## src/rtl/axi_isolate_seq_pkg.sv

```systemverilog
// -----------------------------------------------------------------------------
// axi_isolate_seq_pkg
// Shared types for the AXI isolation sequencer:
//   cmd_e   - 2-bit software command encoding (Connect / Isolate / Reset / illegal)
//   state_e - 3-bit sequencer state, exported unchanged on state_o
//   max3    - helper used to size the shared down-counter
// -----------------------------------------------------------------------------
package axi_isolate_seq_pkg;

  typedef enum logic [1:0] {
    CMD_CONNECT = 2'd0,
    CMD_ISOLATE = 2'd1,
    CMD_RESET   = 2'd2,
    CMD_ILLEGAL = 2'd3
  } cmd_e;

  // Encodings visible to software through state_o.
  typedef enum logic [2:0] {
    ST_CONNECTED = 3'd0,
    ST_DRAINING  = 3'd1,
    ST_ISOLATED  = 3'd2,
    ST_RESET     = 3'd3,
    ST_SETTLE    = 3'd4,
    ST_RELEASING = 3'd5
  } state_e;

  function automatic int unsigned max3(input int unsigned a,
                                       input int unsigned b,
                                       input int unsigned c);
    int unsigned m;
    m = (a > b) ? a : b;
    return (m > c) ? m : c;
  endfunction

endpackage

```

## src/rtl/axi_isolate_seq.sv

```systemverilog
// -----------------------------------------------------------------------------
// axi_isolate_seq
// Sequences one AXI isolation stage and the reset of the domain behind it.
// Commands (connect / isolate / reset domain) arrive on a valid/ready port; the
// sequencer then runs drain -> isolate -> reset pulse -> settle -> reconnect as
// needed and signals completion with a one-cycle done_o (plus error_o for an
// illegal command or a drain timeout).
//
// Ports:
//   clk_i, rst_ni        clock, asynchronous active-low reset
//   cmd_valid_i/ready_o  command handshake; cmd_i carries a cmd_e
//   done_o, error_o      completion / error pulses (error coincides with done)
//   isolate_o            isolate request to the isolation stage
//   isolated_i           isolated status from the isolation stage
//   domain_rst_no        active-low reset to the downstream domain
//   state_o              current state_e for status registers
//
// Optional feature: define AXI_ISOLATE_SEQ_TIMEOUT_EN to bound the drain wait
// by TimeoutCycles; on expiry the port is reconnected and error_o reported.
// -----------------------------------------------------------------------------
module axi_isolate_seq
  import axi_isolate_seq_pkg::*;
#(
  parameter int unsigned ResetCycles   = 8,
  parameter int unsigned SettleCycles  = 4,
  parameter int unsigned TimeoutCycles = 1024
) (
  input  logic       clk_i,
  input  logic       rst_ni,
  input  logic       cmd_valid_i,
  output logic       cmd_ready_o,
  input  logic [1:0] cmd_i,
  output logic       done_o,
  output logic       error_o,
  output logic       isolate_o,
  input  logic       isolated_i,
  output logic       domain_rst_no,
  output logic [2:0] state_o
);

  // One down-counter is shared by Reset, Settle and the drain watchdog.
  localparam int unsigned CntMax      = max3(ResetCycles, SettleCycles, TimeoutCycles);
  localparam int unsigned CntW        = $clog2(CntMax + 1);
  localparam int unsigned SettleLoadI = (SettleCycles == 0) ? 0 : SettleCycles - 1;
  localparam logic [CntW-1:0] ResetLoad  = CntW'(ResetCycles - 1);
  localparam logic [CntW-1:0] SettleLoad = CntW'(SettleLoadI);
`ifdef AXI_ISOLATE_SEQ_TIMEOUT_EN
  localparam logic [CntW-1:0] TimeoutLoad = CntW'(TimeoutCycles - 1);
`endif

  state_e          state_q, state_d;
  logic [CntW-1:0] cnt_q, cnt_d;
  cmd_e            pending_cmd_q, pending_cmd_d;
  logic            done_q, done_d;
  logic            error_q, error_d;
`ifdef AXI_ISOLATE_SEQ_TIMEOUT_EN
  // Remembers that the current Releasing pass was caused by a drain timeout,
  // so the error can be reported together with done on reconnection.
  logic            timeout_q, timeout_d;
`endif

  cmd_e cmd;
  logic cmd_fire;

  assign cmd      = cmd_e'(cmd_i);
  assign cmd_fire = cmd_valid_i & cmd_ready_o;

  // State register
  always_ff @(posedge clk_i or negedge rst_ni) begin
    if (!rst_ni) begin
      state_q       <= ST_ISOLATED;
      cnt_q         <= '0;
      pending_cmd_q <= CMD_CONNECT;
      done_q        <= 1'b0;
      error_q       <= 1'b0;
`ifdef AXI_ISOLATE_SEQ_TIMEOUT_EN
      timeout_q     <= 1'b0;
`endif
    end else begin
      state_q       <= state_d;
      cnt_q         <= cnt_d;
      pending_cmd_q <= pending_cmd_d;
      done_q        <= done_d;
      error_q       <= error_d;
`ifdef AXI_ISOLATE_SEQ_TIMEOUT_EN
      timeout_q     <= timeout_d;
`endif
    end
  end

  // Next-state logic
  always_comb begin
    state_d       = state_q;
    cnt_d         = cnt_q;
    pending_cmd_d = pending_cmd_q;
    done_d        = 1'b0;
    error_d       = 1'b0;
`ifdef AXI_ISOLATE_SEQ_TIMEOUT_EN
    timeout_d     = timeout_q;
`endif

    unique case (state_q)
      ST_CONNECTED: begin
        if (cmd_fire) begin
          unique case (cmd)
            CMD_CONNECT: done_d = 1'b1;
            CMD_ISOLATE, CMD_RESET: begin
              state_d       = ST_DRAINING;
              pending_cmd_d = cmd;
`ifdef AXI_ISOLATE_SEQ_TIMEOUT_EN
              cnt_d         = TimeoutLoad;
`endif
            end
            default: begin
              done_d  = 1'b1;
              error_d = 1'b1;
            end
          endcase
        end
      end

      ST_DRAINING: begin
        // A real isolated indication wins over a watchdog expiring in the
        // same cycle.
        if (isolated_i) begin
          if (pending_cmd_q == CMD_RESET) begin
            state_d = ST_RESET;
            cnt_d   = ResetLoad;
          end else begin
            state_d = ST_ISOLATED;
            done_d  = 1'b1;
          end
        end
`ifdef AXI_ISOLATE_SEQ_TIMEOUT_EN
        else if (cnt_q == '0) begin
          state_d   = ST_RELEASING;
          timeout_d = 1'b1;
        end else begin
          cnt_d = cnt_q - CntW'(1);
        end
`endif
      end

      ST_ISOLATED: begin
        if (cmd_fire) begin
          unique case (cmd)
            CMD_CONNECT: state_d = ST_RELEASING;
            CMD_RESET: begin
              state_d       = ST_RESET;
              pending_cmd_d = CMD_RESET;
              cnt_d         = ResetLoad;
            end
            CMD_ISOLATE: done_d = 1'b1;
            default: begin
              done_d  = 1'b1;
              error_d = 1'b1;
            end
          endcase
        end
      end

      ST_RESET: begin
        if (cnt_q == '0) begin
          if (SettleCycles == 0) begin
            state_d = ST_ISOLATED;
            done_d  = 1'b1;
          end else begin
            state_d = ST_SETTLE;
            cnt_d   = SettleLoad;
          end
        end else begin
          cnt_d = cnt_q - CntW'(1);
        end
      end

      ST_SETTLE: begin
        if (cnt_q == '0) begin
          state_d = ST_ISOLATED;
          done_d  = 1'b1;
        end else begin
          cnt_d = cnt_q - CntW'(1);
        end
      end

      ST_RELEASING: begin
        if (!isolated_i) begin
          state_d = ST_CONNECTED;
          done_d  = 1'b1;
`ifdef AXI_ISOLATE_SEQ_TIMEOUT_EN
          error_d   = timeout_q;
          timeout_d = 1'b0;
`endif
        end
      end

      default: state_d = ST_ISOLATED;
    endcase
  end

  // Outputs decode from registered state and pulse flops only.
  always_comb begin
    cmd_ready_o   = (state_q == ST_CONNECTED) || (state_q == ST_ISOLATED);
    isolate_o     = !((state_q == ST_CONNECTED) || (state_q == ST_RELEASING));
    domain_rst_no = (state_q != ST_RESET);
    state_o       = state_q;
    done_o        = done_q;
    error_o       = error_q;
  end

endmodule

```

## config.mk

```make
export PLATFORM = sky130hd
export DESIGN_NAME = axi_isolate_seq
export DESIGN_NICKNAME = d
export VERILOG_FILES = /design/src/rtl/axi_isolate_seq_pkg.sv /design/src/rtl/axi_isolate_seq.sv
export SDC_FILE = /design/constraint.sdc
export NUM_CORES = 1
export LEC_CHECK = 0
export CAP_MARGIN = 10
export CORE_MARGIN = 2
export CORE_UTILIZATION = 25
export DETAILED_ROUTE_END_ITERATION = 7
export PLACE_DENSITY = 0.49
export SETUP_SLACK_MARGIN = 0.4
export SLEW_MARGIN = 25
export SYNTH_ARGS = -nofsm -noshare
export SYNTH_HDL_FRONTEND = slang
export SYNTH_SLANG_ARGS = --single-unit
```

## constraint.sdc

```tcl
create_clock -name clk_i -period 4.55 [get_ports clk_i]
set_clock_uncertainty 0.1 [all_clocks]
set_input_delay 0.91 -clock clk_i [delete_from_list [all_inputs] [get_ports clk_i]]
set_output_delay 0.91 -clock clk_i [all_outputs]
set_load 0.1 [all_outputs]
```

==> parameters.txt, run 1 <==
Parameter                              Value

Clock network
  Sink Count ... 18
  Root Buffer Master ... clkbuf_8
  Count of hold buffers inserted by post-cts repair ... 0
  Clock buffer depth ... 2
  Number of post-CTS setup repair buffers ... 0
  Post-cts sizing count ... 0
  CTS clk-pin slew, worst paths ... ~0.07 ns
  CTS tree ... built
  Clock insertion delay at the later pin of the skew report ... between 0.2 and 0.3 ns
  H-tree depth ... 1
  Cts bufs inserted ... 3

Layout
  Number of fillers in the final layout ... between 400 and 500
  ANT cells ... 0
  Final net count ... approximately 160
  Most frequent cells in the layout ... dfrtp_1, a21oi_1, clkdlybuf4s50_1, o21ai_0, inv_1
  Fraction of layout cells with a size suffix above 1 ... a little over a tenth
  Area growth from synthesis to layout ... 18.7%
  Final Core Density ... between 30% and 40%
  Combined area of the multi-input logic cells ... between 600 and 700 sq um
  Storage element area ... 452 sq um
  Commonest non-fill, non-tap cell in the layout ... dfrtp_1

Pwr
  Net Sw Frac ... between 50 and 60%
  Internal power consumption ... between 500 and 600 uW
  Static power due to leakage ... approximately 0.0006 uW
  Power density relative to cell area ... a little under 800 nW/um^2
  Relative contribution of sequential cells to total power ... slightly below 30%
  Switch Pwr ... between 500 and 600 uW
  Worst ir drop on vdd ... 0.477 mV
  Clock network power share ... between 10% and 20%
  Combinational share of power ... 58.9%

Logic synthesis
  Post-synthesis async set-or-reset flop share ... 100%
  Ranking of synthesized cells by area ... dfrtp_1, a21oi_1, ha_1
  Count of cell types in the netlist ... 41
  Sequential share of the synthesized area ... 37.7%
  Yosys top cell area share ... 35.5%
  Net count after synthesis ... around 150
  Post-synth EDFFs ... 0
  Post-synth top area cell ... dfrtp_1
  Predominant post-synthesis flop cell ... dfrtp_1
  Warning count from the yosys run ... 0
  Cell area after synthesis ... between 1000 and 1500 sq um
  Post-synthesis average cell area ... approximately 8.8 sq um
  Post-Syn Instances ... 136
  Number of synthesized register bits ... 18

Worst setup path
  Top fanout value on the critical path ... 12
  Cell Chain, Critical Path ... nor2b_1 > nand2_1 > clkdlybuf4s50_1
  Worst Setup Path Type ... reg -> out
  CP arrival ... 2.53 ns
  Master of the slowest instance on the critical path ... clkdlybuf4s50_1
  FF-to-FF Start ... state_o[1]
  Slack of the worst reg-to-reg path ... about 1.8 ns
  Launching element type of the critical path ... register
  Critical path's largest stage delay ... 1.00 ns
  Cell count of the worst reg-to-reg path ... 5
  Reg-to-Reg End ... cnt_q[9]
  Element type at the critical path end ... output port
  Data required, critical path ... roughly 3.5 ns

Die
  Num rows ... 25
  DIE WIDTH ... roughly 73 um
  Core area ... around 4700 sq um
  Die Footprint ... around 5400 sq um
  Starting Density ... between 20% and 30%
  IO Pins ... 14
  Height of the die ... between 70 and 80 um

Placement
  HPWL after DPL ... between 1500 and 2000 um
  Routability cong. ... 0.766
  Number of input and output port buffers inserted ... 13

GRT
  Via count of the first global-routing pass ... ~1,000
  Total global routing overflow ... 0
  Pin count of the biggest net entering global routing ... 21
  Antenna violations before repair ... 0
  All-layer global routing usage ... between 10% and 20%
  GR Layer Usage met2 ... 16.8%
  Busiest layer in global routing ... met2
  First-pass GRT wire length ... 4680 um
  Met3 capacity usage during global routing ... between 3 and 4%
  Global-route met1 utilization ... between 10% and 20%

Detailed routing
  Total Wirelength ... between 2000 and 3000 um
  Number of vias per cell after detailed routing ... 5.16
  Initial DRT Pass Iterations ... 4
  DR WL/cell ... roughly 13 um
  Total via count in the routed design ... a little over 1,000
  Residual DRC count ... 0
  Remaining number of nets flagged by the antenna check after routing ... 0
  Detailed Route Iter0 Violations ... 23

Timing
  Max Fclk ... about 0.28 GHz
  RSZ-0062 raised after global routing ... false
  Transition at the pin with the smallest max-transition slack ... slightly below 1 ns
  Setup violations, final ... 0
  Number of hold-slack violations in the final timing report ... 0
  Number of slew-limit violations in the final report ... 0
  Post-Route Setup TNS ... 0 ns
  Final min period ... around 3.5 ns
  Final cycle utilization of the critical path ... just under 80%
  Remaining max-slew budget at the tightest pin ... between 30% and 40%

Hold path
  Worst hold path stage count ... 1
  Worst Min Path Start ... cnt_q[0]
  Worst min-delay path class ... reg -> reg
  Worst Hold Endpoint ... cnt_q[0]

Flow run
  Max-cap violation count ... 0

Status
  Status ... complete, no violations
## area by class of cell
class | instances | share of cell area, %
Multi-Input combinational cell | 102 | 48.1
Sequential cell | 18 | 31.8
Timing Repair Buffer | 13 | 9.15
Tap cell | 54 | 4.75
Clock buffer | 4 | 3.87
Inverter | 9 | 2.38
## worst max path at each step
stage,cells after the start,from,endpoint
after global placement,3,state_o[1],domain_rst_no
after CTS,3,state_o[1],domain_rst_no
after floorplan,3,state_o[2],isolate_o
final,3,state_o[1],domain_rst_no
after detailed placement,3,state_o[1],domain_rst_no
after global routing,3,state_o[1],domain_rst_no
## per-stage QoR
step / hold WS [ns] / total power [uW] / setup WS (ns) / area (sq um) / std cells
final: 0.426 / 1090 / 1.01 / 1420 / 200
after detailed placement: 0.413 / 969 / 1.27 / 1370 / 196
after floorplan: 0.375 / 827 / 0.577 / 1200 / 136
after global routing: 0.489 / 1180 / 0.895 / 1420 / 200
after CTS: 0.421 / 1100 / 0.991 / 1420 / 200
after global placement: 0.424 / 958 / 1.28 / 1370 / 196
## power groups by stage
stage	logic (uW)	registers, uW	clock network [uW]
after global placement	642	316	0
after global routing	704	330	142
after CTS	651	317	135
after floorplan	453	374	0
final	644	317	131
after detailed placement	649	320	0
## flip-flops by register name, indices dropped and copies added (netlist names)
| register | cells |
|---|---|
| cnt_q | 11 |
| pending_cmd_q | 2 |
| error_o | 1 |
| done_o | 1 |
| state_o | 3 |
## critical path, delay by kind of cell, from the launching register on
family / cells / cell delay (ns)
AND/OR/NAND/NOR: 2 / 0.61
buffers and inverters: 1 / 1.00
flip-flops: 1 / 0.67
## per-layer routing
layer	wire length, um	vias to the layer above
met4	15	0
met3	82	2
met1	1370	490
met5	0	-
li1	-	523
met2	1210	16
## Yosys cell counts (2+ instances only)
cell and n:
a21oi_1 15, a22oi_1 2, and3_1 2, buf_2 4
clkbuf_1 3, dfrtp_1 17, ha_1 5, inv_1 9
mux2i_1 2, nand2_1 8, nand3_1 7, nor2_1 7
nor2b_1 2, nor3b_1 2, o21ai_0 11, o31ai_1 6
o41ai_1 2, or2_2 3, or3_2 2, or4_1 6
## cells by family after synthesis
family                     share of synthesized area, %
and+or+nand+nor                                    26.3
AOI/OAI and AO/OA                                  21.2
DFF                                                37.7
buffers and inverters                              5.43
adders and majority gates                          5.22
muxes                                              2.61
xor gates and xnor gates                           1.46
Power figures use the tool's default switching activity.
==> inputs of run 2 (changes only) <==
clock period = 3.7 ns   (was 4.55 ns; I/O delays follow)
==> parameters.txt, run 2 (synthesis gave the netlist of run 1 again) <==
Parameter                              Value

Placement
  Routability cong. ... 0.886 (+16%)
  HPWL after DPL ... 2100 um (+5.7%)
  Placed standard-cell area ... 1370 sq um (about the same)
  Number of input and output port buffers inserted ... 13 (unchanged)

Detailed routing
  Met2 wire len ... 1460 um (+21%)
  Remaining number of nets flagged by the antenna check after routing ... 0 (unchanged)
  Total via count in the routed design ... 1,092 (+5.9%)
  Detailed Route Iter0 Violations ... 44 (+91%)
  Metal-1 WL ... 1260 um (-8.3%)
  Total Wirelength ... 2850 um (+6.5%)
  Number of vias per cell after detailed routing ... 5.43 (+5.4%)
  Highest layer used for signal routing ... met4
  Residual DRC count ... 0 (unchanged)
  Initial DRT Pass Iterations ... 4 (unchanged)
  DR WL/cell ... 14.2 um (+5.9%)
  Routed met3 length ... 115 um (+40%)

Pwr
  Switch Pwr ... 739 uW (+25%)
  Relative contribution of sequential cells to total power ... 29.5% (+0.4 points)
  Worst ir drop on vdd ... 0.664 mV (+39%)
  Power density relative to cell area ... 947 nW/um^2 (+23%)
  Static power due to leakage ... 0.000601 uW (+1.2%)
  Internal power consumption ... 599 uW (+19%)
  Clock network power share ... 10.5% (-1.5 points)
  Net Sw Frac ... 55.2% (+1.1 points)
  Combinational share of power ... 60.0% (+1.1 points)

Layout
  Number of fillers in the final layout ... 497 (-0.20%)
  Commonest non-fill, non-tap cell in the layout ... dfrtp_1
  Combined area of the multi-input logic cells ... 692 sq um (+1.3%)
  Area growth from synthesis to layout ... 18.0%
  Register with the highest flop count ... cnt_q
  Fraction of layout cells with a size suffix above 1 ... 15.6% (+4.7 points)
  Number of flip-flops under the largest register name ... 11 (unchanged)
  Final net count ... 159 (+0.63%)
  Most frequent cells in the layout ... dfrtp_1, a21oi_1, o21ai_0, inv_1, nand2_1
  Finished Cell Area ... 1410 sq um (-0.62%)
  Storage element area ... 452 sq um (unchanged)
  ANT cells ... 0 (unchanged)

Timing
  Post-Route Setup TNS ... 0 ns (unchanged)
  Remaining max-slew budget at the tightest pin ... 35.6% (+0.54 points)
  Number of slew-limit violations in the final report ... 0 (unchanged)
  Transition at the pin with the smallest max-transition slack ... 0.963 ns (-0.00813 ns)
  Max Fclk ... about 0.35 GHz
  Number of hold-slack violations in the final timing report ... 0 (unchanged)
  Final min period ... ~2.9 ns
  RSZ-0062 raised after global routing ... false
  Final cycle utilization of the critical path ... 77.5%
  Setup violations, final ... 0 (unchanged)

GRT
  First-pass GRT wire length ... 4710 um (+0.58%)
  Total global routing overflow ... 0 (unchanged)
  All-layer global routing usage ... 11.5% (+0.55 points)
  Pin count of the biggest net entering global routing ... 21 (unchanged)
  Antenna violations before repair ... 0 (unchanged)
  Via count of the first global-routing pass ... 1,060 (+4.8%)

Die
  Starting Density ... 25.7% (unchanged)
  Die Footprint ... 5360 sq um (unchanged)
  Num rows ... 25 (unchanged)
  DIE WIDTH ... 73.2 um (unchanged)
  Height of the die ... 73.2 um (unchanged)
  Core area ... 4660 sq um (unchanged)
  IO Pins ... 14 (unchanged)

Worst setup path
  Worst Setup Path Type ... in -> reg
  Data required, critical path ... 3.78 ns (+0.24 ns)
  CP arrival ... 2.94 ns (+0.41 ns)
  Cell Chain, Critical Path ... clkdlybuf4s50_1 > ha_1 > or2_2 > a211o_1 > nand3_1 > or4_1 > a21oi_1
  Master of the slowest instance on the critical path ... or4_1
  Launching element type of the critical path ... input port
  Element type at the critical path end ... register
  Top fanout value on the critical path ... 15 (+3)
  Critical path's largest stage delay ... 0.62 ns (-0.38 ns)

Clock network
  Post-cts sizing count ... 0 (unchanged)
  Cts bufs inserted ... 3 (unchanged)
  Clock buffer depth ... 2 (unchanged)
  CTS clk-pin slew, worst paths ... 0.07 ns (about the same)
  Root Buffer Master ... clkbuf_8
  CTS tree ... built
  H-tree depth ... 1 (unchanged)
  Sink Count ... 18 (unchanged)
  Number of post-CTS setup repair buffers ... 0 (unchanged)
  Count of hold buffers inserted by post-cts repair ... 0 (unchanged)
  Clock insertion delay at the later pin of the skew report ... 0.25 ns (about the same)

Flow run
  Max-cap violation count ... 0 (unchanged)

Hold path
  Worst min-delay path class ... reg -> reg

Status
  Status ... complete, no violations
run 2: cell types whose count changed in the layout (fill, tap and decap cells not counted):
cell             previous run  this run
buf_4                       0         7
clkbuf_1                    0         1
clkbuf_8                    4         3
clkdlybuf4s50_1            13         7
nor2_2                      1         0
nor2_4                      0         1
o21ai_1                     1         0
o21ai_2                     0         1
run 2: area by class of cell:
type | instances | share of cell area, %
clock buffers | 4 | 3.19
repair buffers | 14 | 8.68
well taps | 54 | 4.78
multi-input cells | 102 | 49.0
flip-flops and latches | 18 | 32.0
inverters | 9 | 2.39
run 2: per-stage QoR:
step	hold WS, ns	power (uW)	utilization [%]	setup WS [ns]	instances
3_5_place_dp	0.429	1200	29.3	0.576	197
4_1_cts	0.447	1350	30.3	0.861	201
2_1_floorplan	0.344	1030	-	0.540	136
5_1_grt	0.464	1430	30.3	0.694	201
6_report	0.448	1340	30.3	0.832	201
3_3_place_gp	0.423	1180	29.3	0.681	197
run 2: final timing paths:
| kind | start | to | slack [ns] | cells after the start |
|---|---|---|---|---|
| max | cmd_i[1] | cnt_q[6] | 0.83 | 7 |
| max reg2reg | state_o[0] | cnt_q[6] | 1.12 | 5 |
| min reg2reg | cnt_q[0] | cnt_q[0] | 0.45 | 1 |
| max in group asynchronous | rst_ni | state_o[0] | 2.14 | 1 |
| min | cnt_q[0] | cnt_q[0] | 0.45 | 1 |
| min in group asynchronous | rst_ni | cnt_q[6] | 0.86 | 1 |
run 2: power by group through the flow:
stage               sequential, uW  combinational [uW]  clock, uW
floorplan                      459                 567          0
global placement               393                 788          0
detailed placement             399                 803          0
CTS                            395                 807        148
global route                   409                 863        158
finish                         395                 802        140
run 2: routing by layer:
metal	vias up	track usage, %
li1	522	-
met1	548	13.7
met2	20	19.5
met3	2	3.45
met4	0	3.70
met5	-	0
run 2: critical path: cells and delay by family:
family,cells,cell delay [ns]
AND/OR/NAND/NOR,3,1.14
buffers and inverters,1,0.52
AO/OA/AOI/OAI,2,0.30
adder cells (fa/ha/maj),1,0.24
